--- src/rtl/result_display_scan_if.sv ---
// Result handshake between the ALU result register (master) and the display scanner (slave).
interface result_display_scan_if #(
  parameter int DIGIT_NUM = 8
);
  logic                     load;
  logic [DIGIT_NUM*4-1:0]   value;
  logic                     value_sign;
  logic [2:0]               value_dp;
  logic                     ready;
  logic                     err;

  modport master (
    output load, value, value_sign, value_dp,
    input  ready, err
  );

  modport slave (
    input  load, value, value_sign, value_dp,
    output ready, err
  );
endinterface

--- src/rtl/result_display_scan.sv ---
// BCD result to multiplexed 7-segment display: per-digit analysis of each loaded value,
// atomic frame commit, and a free-running digit scan.
module result_display_scan #(
  parameter int DIGIT_NUM   = 8,
  parameter int REFRESH_DIV = 1000
) (
  input  logic                  clk,
  input  logic                  rst_n,
  result_display_scan_if.slave  rif,
  output logic [6:0]            seg,
  output logic                  seg_dp,
  output logic [DIGIT_NUM-1:0]  digit_en
);

  localparam int IDX_W = (DIGIT_NUM > 1) ? $clog2(DIGIT_NUM) : 1;
  localparam int CNT_W = (REFRESH_DIV > 1) ? $clog2(REFRESH_DIV) : 1;

  typedef enum logic [1:0] {IDLE, ANALYZE, COMMIT} state_t;

  function automatic logic [6:0] bcd_to_seg(input logic [3:0] d);
    case (d)
      4'd0:    bcd_to_seg = 7'h3F;
      4'd1:    bcd_to_seg = 7'h06;
      4'd2:    bcd_to_seg = 7'h5B;
      4'd3:    bcd_to_seg = 7'h4F;
      4'd4:    bcd_to_seg = 7'h66;
      4'd5:    bcd_to_seg = 7'h6D;
      4'd6:    bcd_to_seg = 7'h7D;
      4'd7:    bcd_to_seg = 7'h07;
      4'd8:    bcd_to_seg = 7'h7F;
      4'd9:    bcd_to_seg = 7'h6F;
      default: bcd_to_seg = 7'h00;
    endcase
  endfunction

  state_t                     state_q, state_d;
  logic                       ready_q, ready_d;
  logic                       err_q, err_d;
  logic [IDX_W-1:0]           idx_q, idx_d;
  logic [IDX_W-1:0]           msd_q, msd_d;
  logic                       found_q, found_d;
  logic                       bad_q, bad_d;
  logic [DIGIT_NUM*4-1:0]     sh_value_q, sh_value_d;
  logic                       sh_sign_q, sh_sign_d;
  logic [2:0]                 sh_dp_q, sh_dp_d;
  logic [DIGIT_NUM-1:0][6:0]  frame_seg_q, frame_seg_d;
  logic [DIGIT_NUM-1:0]       frame_dp_q, frame_dp_d;

  logic [CNT_W-1:0]           cnt_q, cnt_d;
  logic [IDX_W-1:0]           scan_q, scan_d;
  logic [6:0]                 seg_q, seg_d;
  logic                       seg_dp_q, seg_dp_d;
  logic [DIGIT_NUM-1:0]       digit_en_q, digit_en_d;

  logic [3:0]                 nib;
  logic [DIGIT_NUM-1:0][6:0]  new_seg;
  logic [DIGIT_NUM-1:0]       new_dp;
  logic                       neg;
  logic                       frame_error;
  int                         top;

  // Frame built from the analysis results; only latched into the frame registers in COMMIT.
  always_comb begin
    top         = (int'(msd_q) > int'(sh_dp_q)) ? int'(msd_q) : int'(sh_dp_q);
    neg         = sh_sign_q & found_q;
    frame_error = bad_q | (neg & (top == DIGIT_NUM - 1));
    new_seg     = '0;
    new_dp      = '0;
    for (int i = 0; i < DIGIT_NUM; i++) begin
      if (frame_error) begin
        if (i == DIGIT_NUM - 1) new_seg[i] = 7'h79;
      end else begin
        if (i <= top)                   new_seg[i] = bcd_to_seg(sh_value_q[i*4 +: 4]);
        else if (neg && (i == top + 1)) new_seg[i] = 7'h40;
        new_dp[i] = (sh_dp_q != 3'd0) && (i == int'(sh_dp_q));
      end
    end
  end

  always_comb begin
    state_d     = state_q;
    ready_d     = ready_q;
    err_d       = err_q;
    idx_d       = idx_q;
    msd_d       = msd_q;
    found_d     = found_q;
    bad_d       = bad_q;
    sh_value_d  = sh_value_q;
    sh_sign_d   = sh_sign_q;
    sh_dp_d     = sh_dp_q;
    frame_seg_d = frame_seg_q;
    frame_dp_d  = frame_dp_q;
    nib         = sh_value_q[int'(idx_q)*4 +: 4];
    case (state_q)
      IDLE: begin
        if (rif.load && ready_q) begin
          sh_value_d = rif.value;
          sh_sign_d  = rif.value_sign;
          sh_dp_d    = rif.value_dp;
          ready_d    = 1'b0;
          idx_d      = IDX_W'(DIGIT_NUM - 1);
          msd_d      = '0;
          found_d    = 1'b0;
          bad_d      = 1'b0;
          state_d    = ANALYZE;
        end
      end
      ANALYZE: begin
        if (nib > 4'd9) bad_d = 1'b1;
        // Walking down from the MSD, the first nonzero nibble seen is the highest one.
        if (!found_q && (nib != 4'd0)) begin
          found_d = 1'b1;
          msd_d   = idx_q;
        end
        if (idx_q == '0) state_d = COMMIT;
        else             idx_d   = idx_q - IDX_W'(1);
      end
      COMMIT: begin
        frame_seg_d = new_seg;
        frame_dp_d  = new_dp;
        err_d       = frame_error;
        ready_d     = 1'b1;
        state_d     = IDLE;
      end
      default: state_d = IDLE;
    endcase
  end

  // Display registers pick from the next frame so a commit shows on the same edge.
  always_comb begin
    cnt_d  = cnt_q + CNT_W'(1);
    scan_d = scan_q;
    if (cnt_q == CNT_W'(REFRESH_DIV - 1)) begin
      cnt_d  = '0;
      scan_d = (scan_q == IDX_W'(DIGIT_NUM - 1)) ? '0 : scan_q + IDX_W'(1);
    end
    seg_d      = frame_seg_d[scan_d];
    seg_dp_d   = frame_dp_d[scan_d];
    digit_en_d = DIGIT_NUM'(1) << scan_d;
  end

  always_ff @(posedge clk or negedge rst_n) begin
    if (!rst_n) begin
      state_q     <= IDLE;
      ready_q     <= 1'b1;
      err_q       <= 1'b0;
      idx_q       <= '0;
      msd_q       <= '0;
      found_q     <= 1'b0;
      bad_q       <= 1'b0;
      sh_value_q  <= '0;
      sh_sign_q   <= 1'b0;
      sh_dp_q     <= '0;
      frame_seg_q <= '0;
      frame_dp_q  <= '0;
      cnt_q       <= '0;
      scan_q      <= '0;
      seg_q       <= '0;
      seg_dp_q    <= 1'b0;
      digit_en_q  <= DIGIT_NUM'(1);
    end else begin
      state_q     <= state_d;
      ready_q     <= ready_d;
      err_q       <= err_d;
      idx_q       <= idx_d;
      msd_q       <= msd_d;
      found_q     <= found_d;
      bad_q       <= bad_d;
      sh_value_q  <= sh_value_d;
      sh_sign_q   <= sh_sign_d;
      sh_dp_q     <= sh_dp_d;
      frame_seg_q <= frame_seg_d;
      frame_dp_q  <= frame_dp_d;
      cnt_q       <= cnt_d;
      scan_q      <= scan_d;
      seg_q       <= seg_d;
      seg_dp_q    <= seg_dp_d;
      digit_en_q  <= digit_en_d;
    end
  end

  assign rif.ready = ready_q;
  assign rif.err   = err_q;
  assign seg       = seg_q;
  assign seg_dp    = seg_dp_q;
  assign digit_en  = digit_en_q;

endmodule

--- src/flat_wrapper.sv ---
// flat-port wrapper written by rule: the top's interface ports become plain ports
module result_display_scan_flat 
#(
  parameter int DIGIT_NUM   = 8,
  parameter int REFRESH_DIV = 1000
)
  (clk, rst_n, seg, seg_dp, digit_en, rif_load, rif_value, rif_value_sign, rif_value_dp, rif_ready, rif_err);
  result_display_scan_if #(.DIGIT_NUM(DIGIT_NUM)) rif_i ();
  input  logic clk;
  input  logic rst_n;
  output logic [6:0] seg;
  output logic seg_dp;
  output logic [DIGIT_NUM-1:0] digit_en;
  input wire logic [$bits(rif_i.load)-1:0] rif_load;
  input wire logic [$bits(rif_i.value)-1:0] rif_value;
  input wire logic [$bits(rif_i.value_sign)-1:0] rif_value_sign;
  input wire logic [$bits(rif_i.value_dp)-1:0] rif_value_dp;
  output wire logic [$bits(rif_i.ready)-1:0] rif_ready;
  output wire logic [$bits(rif_i.err)-1:0] rif_err;
  assign rif_i.load = rif_load;
  assign rif_i.value = rif_value;
  assign rif_i.value_sign = rif_value_sign;
  assign rif_i.value_dp = rif_value_dp;
  assign rif_ready = rif_i.ready;
  assign rif_err = rif_i.err;
  result_display_scan #(.DIGIT_NUM(DIGIT_NUM), .REFRESH_DIV(REFRESH_DIV)) u_core (.clk(clk), .rst_n(rst_n), .rif(rif_i), .seg(seg), .seg_dp(seg_dp), .digit_en(digit_en));
endmodule
--- config.mk ---
export PLATFORM = sky130hd
export DESIGN_NAME = result_display_scan_flat
export DESIGN_NICKNAME = d
export VERILOG_FILES = /design/src/rtl/result_display_scan_if.sv /design/src/rtl/result_display_scan.sv /design/src/flat_wrapper.sv
export SDC_FILE = /design/constraint.sdc
export NUM_CORES = 1
export LEC_CHECK = 0
export ABC_CLOCK_PERIOD_IN_PS = 5900
export CAP_MARGIN = 20
export CORE_UTILIZATION = 57
export CTS_CLUSTER_DIAMETER = 50
export DETAILED_ROUTE_END_ITERATION = 10
export PLACE_DENSITY = 0.78
export SETUP_SLACK_MARGIN = 0.5
export SLEW_MARGIN = 40
export SYNTH_ARGS = -nofsm -noshare
export SYNTH_HDL_FRONTEND = slang
export SYNTH_SLANG_ARGS = --single-unit
--- constraint.sdc ---
create_clock -name clk -period 5.9 [get_ports clk]
set_input_delay 1.18 -clock clk [delete_from_list [all_inputs] [get_ports clk]]
set_output_delay 1.18 -clock clk [all_outputs]
set_load 0.05 [all_outputs]
Word level (Yosys, flattened, before mapping)
Memories as Yosys holds them, arrays and structs flattened.
Index checks and enable logic that the tools add are counted.
Operators by class
  $lt $le $gt $ge: 11
  add/sub/neg operators: 4
  multiplexer cells: 57
  multipliers: 0
  shift-type cells: 2
  equal/unequal tests: 24
  div/mod/pow operators: 0
  bitwise logic cells: 3
  reductions and logical operators: 33
Operator list (number)
  $mux 7: 25
  $eq 4x32->1 const A: 4
  $le 4x32->1 const A: 4
  $eq 3x32->1 const A: 2
  $le 3x32->1 const A: 2
  $mux 56: 1
  $add 32x2->32 const B: 1
  $eq 2x32->1 const A: 1
  $eq 32x4->1 const B: 1
  $le 1x32->1 const A: 1
  $le 2x32->1 const A: 1
  $logic_not 32->1: 1
  $shiftx 32x6->4: 1
  $bmux 7 s3: 1
  $mux 3: 7
  $logic_and 1x1->1: 18
  $eq 3x3->1 const A: 4
  $mux 1: 12
  $pmux 3 s2: 2
  $add 10x1->10 const B: 1
  $eq 10x10->1 const B: 1
  $mux 10: 1
  $reduce_and 3->1: 3
  $mux 8: 1
  other kinds (26): 38
Word-level totals
  bits in writable memories: 0
  latch bits: 0
  memories kept: 8
  register bits: 141
  ROM bits: 896
  logic and storage cells: 166
  bits of input ports: 39
  output and inout bits: 18
Memories
  (name not given): depth 16, width 7, read ports 1, clocked after memory_dff 0, write ports 0, line result_display_scan.sv:21  | case (d)
  (name not given): depth 16, width 7, read ports 1, clocked after memory_dff 0, write ports 0, line result_display_scan.sv:21
  (name not given): depth 16, width 7, read ports 1, clocked after memory_dff 0, write ports 0, line result_display_scan.sv:21
  (name not given): depth 16, width 7, read ports 1, clocked after memory_dff 0, write ports 0, line result_display_scan.sv:21
  (name not given): depth 16, width 7, read ports 1, clocked after memory_dff 0, write ports 0, line result_display_scan.sv:21
  (name not given): depth 16, width 7, read ports 1, clocked after memory_dff 0, write ports 0, line result_display_scan.sv:21
  +2 memories

Longest topological paths before layout
Gate-level depths: netlist of the first run.
  depth after elaboration: 11
  depth in mapped cells: 17
  depth with buffers taken out: 16

Least setup slack after synthesis of the first run
No wires, ideal clock.
  path type: register to register
  from: reg u_core.sh_dp_q[2]
  to: reg u_core.seg_q[6], in the netlist u_core.seg[6]
  arrival: 3.229 ns
  setup slack: 2.603 ns
  library setup time: 0.068 ns
  data required time: 5.832 ns
  period minus slack after synthesis: 3.297 ns
  cell stages (with the launch flop): 17
  buffers on the path: 2
  path through: dfrtp_1 clkbuf_1 inv_1 ha_1 nor2_1 a21oi_1 nand2_1 nand3_1 o21ai_0 ha_1 a311o_1 buf_2 a21oi_1 a22o_1 a2111oi_4 a31oi_1 o221a_1
RTL lines
  start: declaration: line result_display_scan.sv:45  | logic [2:0] sh_dp_q, sh_dp_d;
  start signal: assignment: line result_display_scan.sv:171  | sh_dp_q <= sh_dp_d;
  end signal: assignment: line result_display_scan.sv:176  | seg_q <= seg_d;
  end: declaration: line result_display_scan.sv:51  | logic [6:0] seg_q, seg_d;

==> impl_metrics.py, run 1 <==
metrics = {
    "routing": {
        "firstDrtPassIters": 5,
        "viasPerCell": 6.204,
        "met3_length_um": 1565,
        "wl_um": 21920,
        "ant_nets": 0,
        "initialDrtViolationCount": 825,
        "wl_met1_um": 9732,
        "dr_wl_met2_um": 10210,
        "post_drt_wl_per_cell_um": 20.70,
        "via_count": 6570,
        "drc": 0,
        "routed.top_layer": "met4",
    },
    "finish": {
        "layoutNonFillerInstCount": 1059,
        "synthToLayoutAreaGrowth_pct": 16.92,
        "fillerInstances": 1043,
        "num-nets-final": 958,
        "multiInputGateArea_um2": 3885,
        "diodes": 0,
        "drive_gt1_frac": 0.08041,
        "ff_latch_area_um2": 3531,
    },
    "floorplan": {
        "ios": 57,
        "design.core.area_um2": 13240,
        "start_util": 0.5848,
        "row_count": 42,
        "die-area_um2": 14060,
        "die_width_um": 118.6,
        "die_h_um": 118.6,
    },
    "setup_path": {
        "r2r_slack_ns": 1.76,
        "cp.required_ns": 6.21,
        "max_stage_delay_ns": 0.52,
        "r2r-start": "u_core.sh_dp_q[2]",
        "worstPathMaxFanout": 18,
        "path_class": "reg -> reg",
        "path_cells": "inv_1 -> ha_1 -> nor2_1 -> a21oi_1 -> nand2_1 -> o21ai_0 -> ha_1 -> a311o_2 -> a21oi_1 -> a22o_1 -> a2111oi_4 -> a31oi_1 -> o221a_1",
        "arrival_ns": 4.44,
        "worstSetupStartpoint": "u_core.sh_dp_q[2]",
        "crit_slowest_cell": "a311o_2",
        "cp-end-kind": "register",
        "start_kind": "register",
    },
    "global_route": {
        "grt-ovfl-total": 0,
        "antenna_found_initial": 0,
        "grt_max_degree": 86,
        "track_usage": 0.3296,
        "grt_first_pass_wirelength_um": 35180,
        "grt_pass1_vias": 6369,
    },
    "clock_tree": {
        "cts_num_sinks": 141,
        "numCtsBuffers": 17,
        "post_cts_buffers": 0,
        "holdBufCountCts": 0,
        "clk_path_buf_depth": 2,
        "worstSkewPairLatency_ns": 0.42,
        "ctsHtreeMaxLevel": 4,
        "cts_tree": "done",
        "cts_resized": 0,
        "clk_pin_slew_ns": 0.06,
        "cts_root_buf": "clkbuf_16",
    },
    "place": {
        "numPortBuffers": 56,
        "finalWeightedCongestion": 0.9302,
        "hpwlAfterDp_um": 15860,
        "dp_cells": 1026,
        "dp_slack_ns": 1.594,
    },
    "synth": {
        "synth_enable_flop_cells": 0,
        "synth.distinct_cells": 70,
        "syn_area_per_cell_um2": 9.319,
        "synthArstFlopShare": 1.000,
        "synth_top_area_cell": "dfrtp_1",
        "synth.most_common_cell": "dfrtp_1",
        "synth_nets": 919,
        "syn_inst": 831,
        "netlist.area_leader.share": 0.4492,
        "synthTopCellsByArea": "dfrtp_1, ha_1, nand2_1",
        "synthFlopType": "dfrtp_1",
        "netlist_top_cells_count": "dfrtp_1, nand2_1, o21ai_0",
        "yosysWarnings": 0,
        "ys_seq_area_frac": 0.4560,
        "synth-seq-cells": 141,
        "netlist_area_um2": 7744,
    },
    "timing": {
        "slew_headroom": 0.4813,
        "rsz0062_at_grt": "no",
        "setup_viol": 0,
        "tns_ns": 0,
        "worst_slack_ns": 1.764,
        "timing.final.crit_share": 0.7010,
        "clock_skew_ns": 0.009432,
        "final-max-slew-violation-count": 0,
        "max_freq_ghz": 0.2418,
        "fin_crit_ns": 4.136,
        "hold_viol": 0,
        "tightestPinTransition_ns": 0.7752,
    },
    "run": {
        "cap_violations": 0,
    },
    "power_and_ir_drop": {
        "power_leakage_nw": 4.101,
        "peakVddDrop_mv": 0.4498,
        "powerDensity_nw_per_um2": 482.8,
    },
    "hold_path": {
        "hold_class": "reg -> reg",
        "min_from": "u_core.frame_seg_q[20]",
    },
    "outcome": {
        "status": "completed",
    },
}
[kinds of logic after synthesis]
family | count (synthesis) | share of synthesized area
compound gates | 232 | 0.2012
xor+xnor | 14 | 0.01583
fa+ha+maj | 49 | 0.07917
buf+inv | 87 | 0.04718
flops | 141 | 0.4560
mux | 15 | 0.02828
simple gates | 293 | 0.1724
[worst paths after layout]
path	to	cells after the start
max in group asynchronous	u_core.frame_seg_q[26]	2
hold / removal	u_core.frame_seg_q[20]	2
min in group asynchronous	u_core.cnt_q[1]	1
setup / recovery	u_core.seg[6]	13
setup reg to reg	u_core.seg[6]	13
hold reg to reg	u_core.frame_seg_q[20]	2
[worst max-delay path, delay by kind of cell (launching register included)]
family,cells,cell delay [ns]
adders and majority gates,2,0.84
buffers and inverters,1,0.13
and+or+nand+nor,2,0.30
AOI/OAI and AO/OA,8,2.25
DFF,1,0.49
[cell usage in the layout, fill, tap and decap left out, drive strengths merged, types with 4 or more instances in the layout]
cell type      Yosys  final
clkinv             3      7
o31ai              7      7
dfrtp            139    139
a221oi             8      8
a21oi             34     34
nand2            129    129
mux2i              8      8
o22ai              8      8
inv               41     44
or3                4      4
nand2b            10     10
nand3             17     17
nor2b             18     18
a32o               8      8
or2                4      4
nor3              18     18
xor2               6      6
o211ai             9      9
o21ai             86     86
xnor2              8      8
ha                49     49
clkdlybuf4s50      0     55
mux4               5      5
a22o              25     25
a21o               6      6
buf               13      7
a22oi             10     10
clkbuf            30     22
a211oi             5      5
and2               9      9
nor2              71     71
a31oi              5      5
[power breakdown]
part           leakage, nW  switching (mW)  internal, mW  total (mW)
Sequential            1.82           0.358          1.17        1.53
Combinational         1.97            1.08         0.632        1.71
Clock                0.305           0.428         0.704        1.13
[routing by layer]
metal	vias up	GRT usage
met3	26	0.06612
met2	260	0.5132
li1	2998	-
met1	3286	0.4669
met5	-	0
met4	0	0.09652
[state kept, by name, indices dropped and copies added, names as in the netlist, 2 cells and up]
register	flops
u_core.state_q	2
u_core.sh_value_q	32
u_core.scan_q	3
u_core.msd_q	3
u_core.cnt_q	10
u_core.sh_dp_q	3
u_core.idx_q	3
u_core.frame_seg_q	56
u_core.digit_en	8
u_core.frame_dp_q	8
u_core.seg	7
[area by class of cell]
class	instances	area share
Inverter	44	0.01935
Timing Repair Buffer	63	0.06813
Multi-Input combinational cell	603	0.4291
Sequential cell	141	0.3900
Clock inverter	11	0.01714
Tap cell	176	0.02432
Clock buffer	21	0.05196
[stage by stage]
stage	hold slack (ns)	area, µm²	power, mW	util
5_1_grt	0.4912	9054	4.633	0.6837
3_5_place_dp	0.4609	8389	3.178	0.6335
6_report	0.4807	9054	4.371	0.6837
2_1_floorplan	0.4325	7744	2.613	-
4_1_cts	0.4760	9015	4.322	0.6807
3_3_place_gp	0.4545	8389	3.113	0.6335
Note: power is estimated with default switching activity, not from simulation.
==> run 2, diff against run 1 <==
- ABC_CLOCK_PERIOD_IN_PS: 5900 -> 3700
- CORE_UTILIZATION: 57 -> 54
- PLACE_DENSITY: 0.78 -> 0.77
- clock period: 5.9 -> 3.7 ns (I/O delays scaled with it)
==> run 2 against run 1 <==
Effect of this change: power up 68%; sequential share of layout area is 1.2 points lower; maximum frequency grew 33%; clock power grew 58%; final area increased by 3.3%; final cell count increased by 2.6%; critical endpoint unchanged; largest cell class unchanged.
==> impl_metrics.py, run 2 (synthesized netlist as in run 1, its figures left out) <==
metrics = {
    "setup_path": {
        "cp-end-kind": "register",
        "crit_top_cell": "ha_4",
        "cp.required_ns": 4.02,
        "arrival_ns": 3.43,
        "worstPathMaxFanout": 10,
        "path_class": "reg -> reg",
        "max_stage_delay_ns": 0.38,
        "crit_slowest_cell": "dfrtp_1",
        "start_kind": "register",
        "path_cells": "inv_1 -> ha_4 -> nor2_4 -> a21oi_2 -> nand2_1 -> nand3_1 -> o21ai_2 -> ha_4 -> a311o_1 -> buf_6 -> o31ai_1 -> a22o_1 -> a2111oi_4 -> a31oi_1 -> o221a_1",
    },
    "floorplan": {
        "ios": 57,
        "die-area_um2": 14820,
        "start_util": 0.5557,
        "die_width_um": 121.8,
        "die_h_um": 121.8,
        "design.core.area_um2": 13930,
        "row_count": 43,
    },
    "clock_tree": {
        "worstSkewPairLatency_ns": 0.43,
        "clk_pin_slew_ns": 0.06,
        "cts_tree": "done",
        "cts_root_buf": "clkbuf_16",
        "holdBufCountCts": 0,
        "ctsHtreeMaxLevel": 4,
        "numCtsBuffers": 17,
        "cts_num_sinks": 141,
        "clk_path_buf_depth": 2,
    },
    "timing": {
        "rsz0062_at_grt": "yes",
        "max_freq_ghz": 0.3213,
        "tns_ns": 0,
        "hold_slack_ns": 0.3411,
        "tightestPinTransition_ns": 0.8404,
        "timing.final.crit_share": 0.8411,
        "setup_viol": 0,
        "final-max-slew-violation-count": 0,
        "slew_headroom": 0.4386,
        "hold_viol": 0,
        "fin_crit_ns": 3.112,
        "clock_skew_ns": 0.004591,
    },
    "global_route": {
        "grt_first_pass_wirelength_um": 34530,
        "grt_max_degree": 83,
        "antenna_found_initial": 0,
        "grt-ovfl-total": 0,
        "track_usage": 0.3151,
        "grt_pass1_vias": 6519,
    },
    "place": {
        "hpwlAfterDp_um": 15970,
        "finalWeightedCongestion": 0.9301,
        "post_dp_cell_area_um2": 8581,
        "numPortBuffers": 56,
        "dp_cells": 1051,
    },
    "finish": {
        "final_cell_area_um2": 9351,
        "top_regs": "u_core.frame_seg_q: 56 flops, u_core.sh_value_q: 32 flops, u_core.cnt_q: 10 flops",
        "diodes": 0,
        "layoutNonFillerInstCount": 1087,
        "synthToLayoutAreaGrowth_pct": 20.76,
        "regMostFlops": "u_core.frame_seg_q",
        "final_common_cell": "dfrtp_1",
        "num-nets-final": 983,
        "ff_latch_area_um2": 3531,
        "multiInputGateArea_um2": 3976,
        "drive_gt1_frac": 0.1235,
        "final_cell_mix": "dfrtp_1, nand2_1, o21ai_0, nor2_1, clkdlybuf4s50_1",
        "fillerInstances": 1085,
        "final_util": 0.6711,
        "largest_reg_flops": 56,
    },
    "routing": {
        "wl_um": 21750,
        "drc": 0,
        "viasPerCell": 6.047,
        "initialDrtViolationCount": 724,
        "firstDrtPassIters": 5,
        "ant_nets": 0,
        "via_count": 6573,
        "post_drt_wl_per_cell_um": 20.01,
    },
    "power_and_ir_drop": {
        "powerDensity_nw_per_um2": 785.0,
        "peakVddDrop_mv": 0.5534,
        "power_leakage_nw": 4.228,
    },
    "run": {
        "cap_violations": 0,
    },
    "outcome": {
        "status": "completed",
    },
    "hold_path": {
        "hold_class": "in -> async",
    },
}
run 2: changes by cell type in the layout (fill, tap and decap cells not counted), moves of 3 or more:
cell	previous run	this run
buf_4	7	29
clkbuf_8	4	1
ha_1	49	45
ha_4	0	3
nor2_1	70	67
o21ai_0	83	80
run 2: critical path: cells and delay by family (launching register included):
kind                       cells  cell delay [ns]
AOI/OAI and AO/OA              8             1.45
adders and majority gates      2             0.44
buffers and inverters          2             0.34
and+or+nand+nor                3             0.38
DFF                            1             0.38
run 2: layer usage:
metal	track usage	up-vias	part of all wire	wire length [µm]
li1	-	3049	-	-
met1	0.4300	3216	0.44	9529
met2	0.4887	266	0.46	10060
met3	0.07725	42	0.075	1630
met4	0.1111	0	0.024	527
met5	0	-	0	0
run 2: area by class of cell:
class / instances / area share
clock buffers: 17 / 0.04549
clock inverters: 14 / 0.01980
inverters: 44 / 0.01873
multi-input cells: 603 / 0.4252
flip-flops and latches: 141 / 0.3776
well taps: 180 / 0.02408
repair buffers: 88 / 0.08911
run 2: final timing paths:
kind / slack, ns / from / to / cells past startpoint
max in group asynchronous: 2.55 / rst_n / u_core.digit_en[0] / 2
hold / removal: 0.34 / rst_n / u_core.cnt_q[3] / 1
setup / recovery: 0.59 / u_core.sh_dp_q[2] / u_core.seg[6] / 15
setup reg to reg: 0.59 / u_core.sh_dp_q[2] / u_core.seg[6] / 15
min in group clk: 0.47 / u_core.frame_seg_q[48] / u_core.frame_seg_q[48] / 2
hold reg to reg: 0.47 / u_core.frame_seg_q[48] / u_core.frame_seg_q[48] / 2
run 2: report_power, final:
group	internal [mW]	switching (mW)	total, mW
clock network	1.07	0.716	1.79
registers	1.86	0.519	2.38
logic	1.25	1.92	3.17
total	4.19	3.15	7.34
run 2: metrics by stage:
stage / setup slack, ns / power (mW)
final: 0.5878 / 7.341
after CTS: 0.4925 / 7.085
after detailed placement: 0.2567 / 5.260
after global placement: 0.3262 / 5.193
after global routing: 0.4514 / 7.772
after floorplan: 0.5110 / 4.171
run 2: timing repair:
item,in CTS,in global routing
pin swaps,1,5
endpoints found under the setup margin,8,8
resized for setup,4,21
setup buffers,1,4
